===== src/rtl/div_pkg.sv =====
// rtl/div_pkg.sv - shared constants and state encoding for the sequential signed divider
package div_pkg;

  localparam int DIV_WIDTH   = 32;
  localparam int DIV_LATENCY = DIV_WIDTH + 2;
  localparam int DIV_CNT_W   = $clog2(DIV_WIDTH + 1);

  typedef enum logic [2:0] {
    ST_IDLE,
    ST_RUN,
    ST_SIGN,
    ST_DONE,
    ST_ZERO
  } div_state_e;

endpackage


===== src/rtl/div_abs_neg.sv =====
// rtl/div_abs_neg.sv - conditional two's-complement negate, modulo 2^WIDTH
module div_abs_neg #(
  parameter int WIDTH = 32
) (
  input  logic [WIDTH-1:0] a,
  input  logic             neg,
  output logic [WIDTH-1:0] y
);

  assign y = neg ? (~a + WIDTH'(1)) : a;

endmodule


===== src/rtl/seq_signed_divider.sv =====
// rtl/seq_signed_divider.sv - multicycle signed divider, restoring shift-subtract, one quotient bit per clock
module seq_signed_divider
  import div_pkg::*;
#(
  parameter int WIDTH = DIV_WIDTH
) (
  input  logic             clk,
  input  logic             reset,
  input  logic [WIDTH-1:0] dividend,
  input  logic [WIDTH-1:0] divisor,
  input  logic             div_init,
  output logic             div_stop,
  output logic             div_zero,
  output logic [WIDTH-1:0] hi_out,
  output logic [WIDTH-1:0] lo_out
);

  localparam int CNT_W = $clog2(WIDTH + 1);

  div_state_e       state_q, state_d;
  logic [CNT_W-1:0] cnt_q, cnt_d;
  logic [WIDTH-1:0] rem_q, rem_d;
  logic [WIDTH-1:0] quo_q, quo_d;
  logic [WIDTH-1:0] dvs_q, dvs_d;
  logic             q_neg_q, q_neg_d;
  logic             r_neg_q, r_neg_d;
  logic [WIDTH-1:0] hi_q, hi_d;
  logic [WIDTH-1:0] lo_q, lo_d;
  logic             div_stop_q, div_stop_d;
  logic             div_zero_q, div_zero_d;

  logic [WIDTH-1:0] dividend_mag, divisor_mag;
  logic [WIDTH-1:0] quo_fix, rem_fix;
  logic [WIDTH:0]   rem_sh;
  logic             rem_ge;

  div_abs_neg #(.WIDTH(WIDTH)) u_abs_dividend (
    .a(dividend), .neg(dividend[WIDTH-1]), .y(dividend_mag)
  );
  div_abs_neg #(.WIDTH(WIDTH)) u_abs_divisor (
    .a(divisor), .neg(divisor[WIDTH-1]), .y(divisor_mag)
  );
  div_abs_neg #(.WIDTH(WIDTH)) u_fix_quo (
    .a(quo_q), .neg(q_neg_q), .y(quo_fix)
  );
  div_abs_neg #(.WIDTH(WIDTH)) u_fix_rem (
    .a(rem_q), .neg(r_neg_q), .y(rem_fix)
  );

  always_comb begin
    state_d    = state_q;
    cnt_d      = cnt_q;
    rem_d      = rem_q;
    quo_d      = quo_q;
    dvs_d      = dvs_q;
    q_neg_d    = q_neg_q;
    r_neg_d    = r_neg_q;
    hi_d       = hi_q;
    lo_d       = lo_q;
    div_stop_d = 1'b0;
    div_zero_d = 1'b0;
    // quo_q doubles as the dividend shift register: its MSB feeds the remainder
    rem_sh     = {rem_q, quo_q[WIDTH-1]};
    rem_ge     = rem_sh >= {1'b0, dvs_q};

    case (state_q)
      ST_IDLE: begin
        if (div_init) begin
          quo_d   = dividend_mag;
          dvs_d   = divisor_mag;
          q_neg_d = dividend[WIDTH-1] ^ divisor[WIDTH-1];
          r_neg_d = dividend[WIDTH-1];
          rem_d   = '0;
          cnt_d   = '0;
          if (divisor == '0) begin
            state_d    = ST_ZERO;
            div_stop_d = 1'b1;
            div_zero_d = 1'b1;
          end else begin
            state_d = ST_RUN;
          end
        end
      end
      ST_RUN: begin
        // remainder stays below the divisor, so the low WIDTH bits hold the exact difference
        quo_d = {quo_q[WIDTH-2:0], rem_ge};
        rem_d = rem_ge ? (rem_sh[WIDTH-1:0] - dvs_q) : rem_sh[WIDTH-1:0];
        cnt_d = cnt_q + CNT_W'(1);
        if (cnt_q == CNT_W'(WIDTH - 1)) begin
          state_d = ST_SIGN;
        end
      end
      ST_SIGN: begin
        lo_d       = quo_fix;
        hi_d       = rem_fix;
        div_stop_d = 1'b1;
        state_d    = ST_DONE;
      end
      ST_DONE, ST_ZERO: begin
        state_d = ST_IDLE;
      end
      default: begin
        state_d = ST_IDLE;
      end
    endcase
  end

  always_ff @(posedge clk) begin
    if (reset) begin
      state_q    <= ST_IDLE;
      cnt_q      <= '0;
      rem_q      <= '0;
      quo_q      <= '0;
      dvs_q      <= '0;
      q_neg_q    <= 1'b0;
      r_neg_q    <= 1'b0;
      hi_q       <= '0;
      lo_q       <= '0;
      div_stop_q <= 1'b0;
      div_zero_q <= 1'b0;
    end else begin
      state_q    <= state_d;
      cnt_q      <= cnt_d;
      rem_q      <= rem_d;
      quo_q      <= quo_d;
      dvs_q      <= dvs_d;
      q_neg_q    <= q_neg_d;
      r_neg_q    <= r_neg_d;
      hi_q       <= hi_d;
      lo_q       <= lo_d;
      div_stop_q <= div_stop_d;
      div_zero_q <= div_zero_d;
    end
  end

  assign div_stop = div_stop_q;
  assign div_zero = div_zero_q;
  assign hi_out   = hi_q;
  assign lo_out   = lo_q;

endmodule


===== config.mk =====
export PLATFORM = sky130hd
export DESIGN_NAME = seq_signed_divider
export DESIGN_NICKNAME = d
export VERILOG_FILES = /design/src/rtl/div_pkg.sv /design/src/rtl/div_abs_neg.sv /design/src/rtl/seq_signed_divider.sv
export SDC_FILE = /design/constraint.sdc
export NUM_CORES = 1
export LEC_CHECK = 0
export CORE_MARGIN = 4
export CORE_UTILIZATION = 24
export CTS_CLUSTER_SIZE = 20
export DETAILED_ROUTE_END_ITERATION = 8
export PLACE_DENSITY = 0.39
export SLEW_MARGIN = 20
export SYNTH_ARGS = -nofsm -noshare
export SYNTH_HDL_FRONTEND = slang
export SYNTH_SLANG_ARGS = --single-unit

===== constraint.sdc =====
create_clock -name clk -period 3.55 [get_ports clk]
set_input_delay 0.71 -clock clk [delete_from_list [all_inputs] [get_ports clk]]
set_output_delay 0.71 -clock clk [all_outputs]
set_load 0.03 [all_outputs]

## After elaboration in Yosys (flattened, before gate mapping)

Index checks and enable logic that the tools add are counted.

| storage, ports and cells | value |
|---|---|
| flip-flop bits (word level) | 173 |
| output and inout bits | 66 |

| cells by class | value |
|---|---|
| add/subtract/negate cells | 6 |
| $lt $le $gt $ge | 1 |
| equal/unequal tests | 5 |
| multiplexer cells | 18 |
| bitwise gates (word level) | 6 |
| reductions and logical operators | 7 |

Operators with widths:

| cell | count |
|---|---|
| $mux 32 | 7 |
| $add 32x1->32 const B | 4 |
| $not 32->32 | 4 |
| $pmux 32 s2 | 2 |
| $ge 33x32->1 | 1 |
| $logic_not 32->1 | 1 |
| $sub 32x32->32 | 1 |
| $pmux 6 s2 | 1 |
| $mux 3 | 3 |
| $pmux 3 s3 | 1 |
| $add 6x1->6 const B | 1 |
| $eq 6x5->1 const B | 1 |
| $mux 6 | 1 |
| $reduce_and 2->1 | 3 |
| $ne 2x2->1 const B | 2 |
| $eq 3x1->1 const B | 1 |
| $eq 3x2->1 const B | 1 |
| $logic_not 3->1 | 1 |
| $mux 1 | 2 |
| $pmux 1 s2 | 1 |
| $reduce_bool 2->1 | 1 |
| $reduce_or 2->1 | 1 |
| $not 1->1 | 1 |
| $xor 1x1->1 | 1 |

## Longest topological paths before layout

Gate-level depths: netlist of run 1.

| logic depth | value |
|---|---|
| word-level depth | 5 |
| depth in mapped cells | 14 |

## Hierarchy

From an unflattened synthesis of run 1, not the netlist that was laid out.

| unflattened totals | value |
|---|---|
| cell total of the unflattened synthesis | 1468 |
| area total of the unflattened synthesis | 11459.7 um^2 |

By module, submodules not included:

| module | instances | cells each | area an instance (um^2) |
|---|---|---|---|
| seq_signed_divider | 1 | 1072 | 8351.8 |
| div_abs_neg | 4 | 99 | 777.0 |

## Least setup slack after synthesis of run 1

No wires, ideal clock.

| timing path | value |
|---|---|
| path type | in2reg |
| start | input port divisor[6] |
| end | register dvs_q[30] |
| setup time | 0.086 ns |
| arrival time | 2.968 ns |
| path slack | 0.497 ns |
| stages | 7 |
| buffers on the path | 0 |
| cells stage by stage | or4_1 nor4_1 nand4_1 or3_1 o41ai_1 xor2_1 a211oi_1 |

| on the way | value |
|---|---|
| cells in the longest elaborated chain, start to end | 3 |

Ends and longest elaborated chain:

| element | RTL line | text |
|---|---|---|
| from (decl) | seq_signed_divider.sv:10 | `input logic [WIDTH-1:0] divisor,` |
| $not 32->32 | div_abs_neg.sv:10 | `assign y = neg ? (~a + WIDTH'(1)) : a;` |
| $add 32x1->32 | div_abs_neg.sv:10 |  |
| $mux 32 | div_abs_neg.sv:10 |  |
| to (signal assigned) | seq_signed_divider.sv:126 | `dvs_q <= dvs_d;` |
| to (decl) | seq_signed_divider.sv:24 | `logic [WIDTH-1:0] dvs_q, dvs_d;` |

No other way between the ends.
A chain may end at the register's enable or synchronous reset.

## Worst setup path after layout of run 1

| timing path | value |
|---|---|
| start | register quo_q[31] |
| end | register rem_q[26] |

| on the way | value |
|---|---|
| cells in the longest elaborated chain, start to end | 3 |
| elaborated cells on any way between the ends | 4 |
| those cells by class | add/sub: 1; order compare: 1; mux: 2 |

Ends and longest elaborated chain:

| element | RTL line | text |
|---|---|---|
| from (decl) | seq_signed_divider.sv:23 | `logic [WIDTH-1:0] quo_q, quo_d;` |
| from (signal assigned) | seq_signed_divider.sv:125 | `quo_q <= quo_d;` |
| $sub 32x32->32 / $ge 33x32->1 (equally long branches) | seq_signed_divider.sv:87, seq_signed_divider.sv:64 |  |
| $mux 32 * | seq_signed_divider.sv:87 | `rem_d = rem_ge ? (rem_sh[WIDTH-1:0] - dvs_q) : rem_sh[WIDTH-1:0];` |
| $pmux 32 s2 * | seq_signed_divider.sv:66 | `case (state_q)` |
| to (signal assigned) | seq_signed_divider.sv:124 | `rem_q <= rem_d;` |
| to (decl) | seq_signed_divider.sv:22 | `logic [WIDTH-1:0] rem_q, rem_d;` |

Mark *: on every way between the ends. The rest lies on a longest branch, timed or not.

==> results.toml, run 1 <==
[timing]
rsz0062_at_grt = "no"
slew_headroom = 0.385
max_freq_mhz = 308
finalCriticalPeriod_ns = 3.25
skew_ns = 0.0131
worst_pin_slew_ns = 0.920
fin_setup_tns_ns = 0
hold_viol = 0
setup_violations = 0
period_share = 0.914
drv_slew = 0

[pwr]
powerDensity_mw_per_mm2 = 457
finalPower_mw = 6.17
ir_worst_vdd_mv = 0.214
p_int_mw = 3.91
p_sw_frac = 0.366
sequentialPowerShare = 0.351
p_sw_mw = 2.25
power_frac_clock = 0.305
pwr-share-comb = 0.344
power_leakage_nw = 4.95

[critical_path]
cp-start-kind = "register"
end_kind = "register"
r2r_slack_ns = 0.30
critical_path_arrival_ns = 3.58
rr_worst_depth = 12
r2r_end = "rem_q[26]"
crit_type = "reg -> reg"
crit_path_max_fanout = 4
crit_required_ns = 3.88
r2r_start = "quo_q[31]"

[finish]
mostFrequentLayoutCell = "dfxtp_1"
drive_above_1_share = 0.0924
finalNonFillerCells = 2069
area_growth_syn_to_layout_pct = 27.7
layout.nets = 1575
mostFrequentLayoutCells = "dfxtp_1 (173), nand2_1 (151), clkdlybuf4s50_1 (131)"

[detailed_routing]
first_pass_iters = 5
wirelength_microns = 33700
viasPerCell = 4.65
ant_nets = 0
route.vias.total = 9631
drc = 0
dr.first_iter.drc_count = 583
wl_per_cell_microns = 16.3

[grt]
track_usage = 0.142
grt_pass1_wl_microns = 53600
overflow = 0
grt_max_degree = 76
antenna_found_initial = 1
grt_pass1_vias = 9196

[clocking]
clkSinkCount = 173
cts_setup_buffers = 0
cts_tree = "done"
clock_path_buffers = 2
clock_latency_ns = 0.46
numCtsBuffers = 17
clkTransAtPathRegs_ns = 0.07
cts-htree-levels = 4
post_cts_resized = 0
hold_buffers = 0
root_buffer = "clkbuf_16"

[outcome]
run_status = "complete, no violations"

[synthesis]
synth_warnings = 0
netlist_instances = 1322
synthesis.area_sq_mm = 0.0106
synth-edff-count = 0
synth.area.top_cells = "dfxtp_1 (33%), xor2_1 (7.0%), a211oi_1 (6.4%)"
syn_area_per_cell_sq_um = 7.99
synth_cell_types = 70
netlist.area_leader.share = 0.328
yosysTopAreaCell = "dfxtp_1"
synthFlopType = "dfxtp_1"
syn-num-nets = 1427
yosysSeqAreaShare = 0.328
synth-seq-cells = 173
ys_async_sr_fraction = 0

[placed_design]
numPlacedInstances = 2035
place.gp.congestion = 0.815
dp_hpwl_microns = 26400
io_buffers = 132

[floorplan]
die_area_sq_mm = 0.0474
core-area_sq_mm = 0.0433
pin_count = 133
die_h_microns = 218
die_w_microns = 218
start_util = 0.244
num_rows = 76

[job]
drv_cap = 0

[worst_hold_path]
worstHoldPathType = "reg -> reg"
hold_path_depth = 2
hold_start = "hi_out[16]"
holdPathEnd = "hi_out[16]"
## metal layers
metal	track usage	up-vias	share of wire
li1	-	5072	-
met4	0.0411	0	0.015
met5	0	-	0
met2	0.197	162	0.40
met3	0.0196	25	0.033
met1	0.226	4372	0.56
## power by group through the flow
stage | logic, mW | registers (mW) | clock network [mW]
floorplan | 1.46 | 2.18 | 0
global placement | 2.13 | 2.21 | 0
detailed placement | 2.13 | 2.21 | 0
CTS | 2.14 | 2.16 | 1.97
global route | 2.38 | 2.18 | 2.03
finish | 2.12 | 2.16 | 1.88
## metrics by stage
stage / instance area, sq um / setup slack, ns / utilization / hold slack [ns]
4_1_cts: 13500 / 0.280 / 0.311 / 0.456
3_3_place_gp: 12900 / 0.0237 / 0.298 / 0.440
5_1_grt: 13500 / 0.0905 / 0.312 / 0.473
6_report: 13500 / 0.304 / 0.312 / 0.451
2_1_floorplan: 10600 / 0.497 / - / 0.440
3_5_place_dp: 12900 / 0.0181 / 0.298 / 0.444
## cells by family after synthesis
group,Yosys count,synth area share
compound gates,395,0.247
xor+xnor,144,0.119
fa+ha+maj,38,0.0457
buf+inv,136,0.0534
flops,173,0.328
mux,29,0.0276
simple gates,407,0.179
## how the worst max path moves through the flow
| stage | cells past startpoint | endpoint | startpoint | slack [ns] |
|---|---|---|---|---|
| after floorplan | 7 | dvs_q[30] | divisor[6] | 0.50 |
| after global placement | 9 | quo_q[27] | dividend[17] | 0.02 |
| after detailed placement | 9 | quo_q[27] | dividend[17] | 0.02 |
| after CTS | 9 | lo_out[30] | quo_q[2] | 0.28 |
| after global routing | 13 | rem_q[24] | quo_q[31] | 0.09 |
| final | 12 | rem_q[26] | quo_q[31] | 0.30 |
## cell usage after synthesis (5+ instances only)
library cell and count:
mux2i_1 28, or3_1 15, nor2_1 128, o21ai_0 72, or4_1 10, nor3_1 10, nand4_1 11, a22oi_1 28
buf_1 8, a21o_1 19, and3_1 9, nand2b_1 11, a211oi_1 90, nand3b_1 8, ha_1 37, nand2_1 151
nor2b_1 7, nor4_1 9, xnor2_1 60, inv_1 56, o21a_1 5, a21oi_1 91, a31oi_1 5, xor2_1 84
dfxtp_1 173, clkbuf_1 64, o41ai_1 15, o31ai_1 35, nand3_1 13
## critical path, cell delays in order (launching register included)
cell	delay [ns]
dfxtp_1	0.36
inv_1	0.12
ha_1	0.18
inv_1	0.06
fa_1	0.42
a211o_1	0.28
o211ai_1	0.17
a2111o_1	0.24
nand4_1	0.23
a31o_2	0.32
a311oi_1	0.31
xor2_1	0.29
o221ai_1	0.14
## flip-flops by register name, indices dropped and copies added, names as in the netlist, 3 cells and up
name	count
dvs_q	32
hi_out	32
quo_q	32
state_q	3
rem_q	32
lo_out	32
cnt_q	6
## final cells by class
type	instances	area, sq um
timing repair buffer	209	1940
antenna	1	2.50
tap	585	732
fill	4596	29800
clock buffer	18	429
sequential	173	3460
inverter	56	210
multi-input combinational	1013	6570
clock inverter	14	140
No activity file was read; power rests on OpenSTA's default activity.
==> inputs of run 2 (changes only) <==
--- a/config.mk
+++ b/config.mk
@@ -7,8 +7,10 @@
 export LEC_CHECK = 0
 export CORE_MARGIN = 4
 export CORE_UTILIZATION = 24
+export CTS_BUF_LIST = sky130_fd_sc_hd__clkbuf_16
 export CTS_CLUSTER_SIZE = 20
 export DETAILED_ROUTE_END_ITERATION = 8
+export GPL_ROUTABILITY_DRIVEN = 0
 export PLACE_DENSITY = 0.39
 export SLEW_MARGIN = 20
 export SYNTH_ARGS = -nofsm -noshare
==> results.toml, run 2 (synthesis gave the netlist of run 1 again) <==
[critical_path]
critical_path_arrival_ns = 3.58
startpoint = "quo_q[31]"
r2r_start = "quo_q[31]"
r2r_slack_ns = 0.30
max_stage_delay_ns = 0.42
cp-start-kind = "register"
end_kind = "register"
path_cells = "inv_1, ha_1, inv_1, fa_1, a211o_1, o211ai_1, a2111o_1, nand4_1, a31o_2, a311oi_1, xor2_1, o221ai_1"
path_buf_inv = 2
crit_required_ns = 3.88
crit_family = "compound AO/OA/AOI/OAI gates"
slowest_stage = "fa_1"
cpMostUsedCell = "inv_1"
crit_type = "reg -> reg"
crit_path_max_fanout = 4

[clocking]
post_cts_resized = 0
clkSinkCount = 173
cts-htree-levels = 4
hold_buffers = 0
cts_tree = "done"
root_buffer = "clkbuf_16"
cts_setup_buffers = 0
numCtsBuffers = 17
clock_latency_ns = 0.46
clkTransAtPathRegs_ns = 0.07
clock_path_buffers = 2

[timing]
finalCriticalPeriod_ns = 3.25
fin_setup_tns_ns = 0
period_share = 0.914
setup_violations = 0
rsz0062_at_grt = "no"
slew_headroom = 0.385
hold_viol = 0
skew_ns = 0.0131
worst_pin_slew_ns = 0.920
drv_slew = 0
max_freq_mhz = 308

[detailed_routing]
ant_nets = 0
dr.first_iter.drc_count = 583
wirelength_microns = 33700
route.vias.total = 9631
drc = 0
first_pass_iters = 5
wl_per_cell_microns = 16.3
viasPerCell = 4.65

[finish]
mostFrequentLayoutCells = "dfxtp_1 (173), nand2_1 (151), clkdlybuf4s50_1 (131)"
postLayoutCoreUtil = 0.312
mostFrequentLayoutCell = "dfxtp_1"
layout.nets = 1575
area_growth_syn_to_layout_pct = 27.7
drive_above_1_share = 0.0924

[outcome]
run_status = "complete, no violations"

[floorplan]
die_h_microns = 218
pin_count = 133
die_w_microns = 218
core-area_sq_mm = 0.0433
start_util = 0.244
num_rows = 76
die_area_sq_mm = 0.0474

[worst_hold_path]
worstHoldPathType = "reg -> reg"
hold_start = "hi_out[16]"

[grt]
grt_pass1_vias = 9196
antenna_found_initial = 1
grt_pass1_wl_microns = 53600
track_usage = 0.142
overflow = 0
grt_max_degree = 76

[pwr]
finalPower_mw = 6.16
ir_worst_vdd_mv = 0.214
power_leakage_nw = 4.96
powerDensity_mw_per_mm2 = 457

[placed_design]
dp_hpwl_microns = 26400
io_buffers = 132

[job]
drv_cap = 0
==> run 2: final cells by class <==
cell class                      instances  area [sq um]
Fill cell                            4596         29800
Multi-Input combinational cell       1013          6570
Sequential cell                       173          3460
Timing Repair Buffer                  209          1940
Tap cell                              585           732
Clock buffer                           17           425
Inverter                               56           210
Clock inverter                         15           144
Antenna cell                            1          2.50
==> run 2: power breakdown <==
part / switching (mW) / internal (mW) / total (mW)
clock: 0.945 / 0.933 / 1.88
sequential: 0.119 / 2.04 / 2.16
combinational: 1.19 / 0.933 / 2.12
==> run 2: path summary, 6_finish.rpt <==
| kind | endpoint | cells past startpoint |
|---|---|---|
| worst max-delay path | rem_q[26] | 12 |
| worst min register to register | hi_out[16] | 2 |
| worst min-delay path | hi_out[16] | 2 |
| worst max register to register | rem_q[26] | 12 |
==> run 2: layer usage <==
layer | track usage | vias up | part of all wire | wire length (microns)
met5 | 0 | - | 0 | 0
met4 | 0.0411 | 0 | 0.015 | 493
met3 | 0.0196 | 25 | 0.033 | 1100
met2 | 0.197 | 162 | 0.40 | 13300
met1 | 0.226 | 4372 | 0.56 | 18800
li1 | - | 5072 | - | -
==> run 2: metrics by stage <==
stage          cell area, sq um  hold slack [ns]  std cells  worst slack, ns
5_1_grt                   13500            0.473       2069           0.0905
6_report                  13500            0.451       2069            0.304
3_3_place_gp              12900            0.440       2035           0.0237
4_1_cts                   13500            0.456       2067            0.280
3_5_place_dp              12900            0.444       2035           0.0181
2_1_floorplan             10600            0.440       1322            0.497
==> run 2: worst min-delay path: stages, from the launching register on <==
cell and delay, ns:
dfxtp_1 0.31, nand2_1 0.05, a21oi_1 0.05
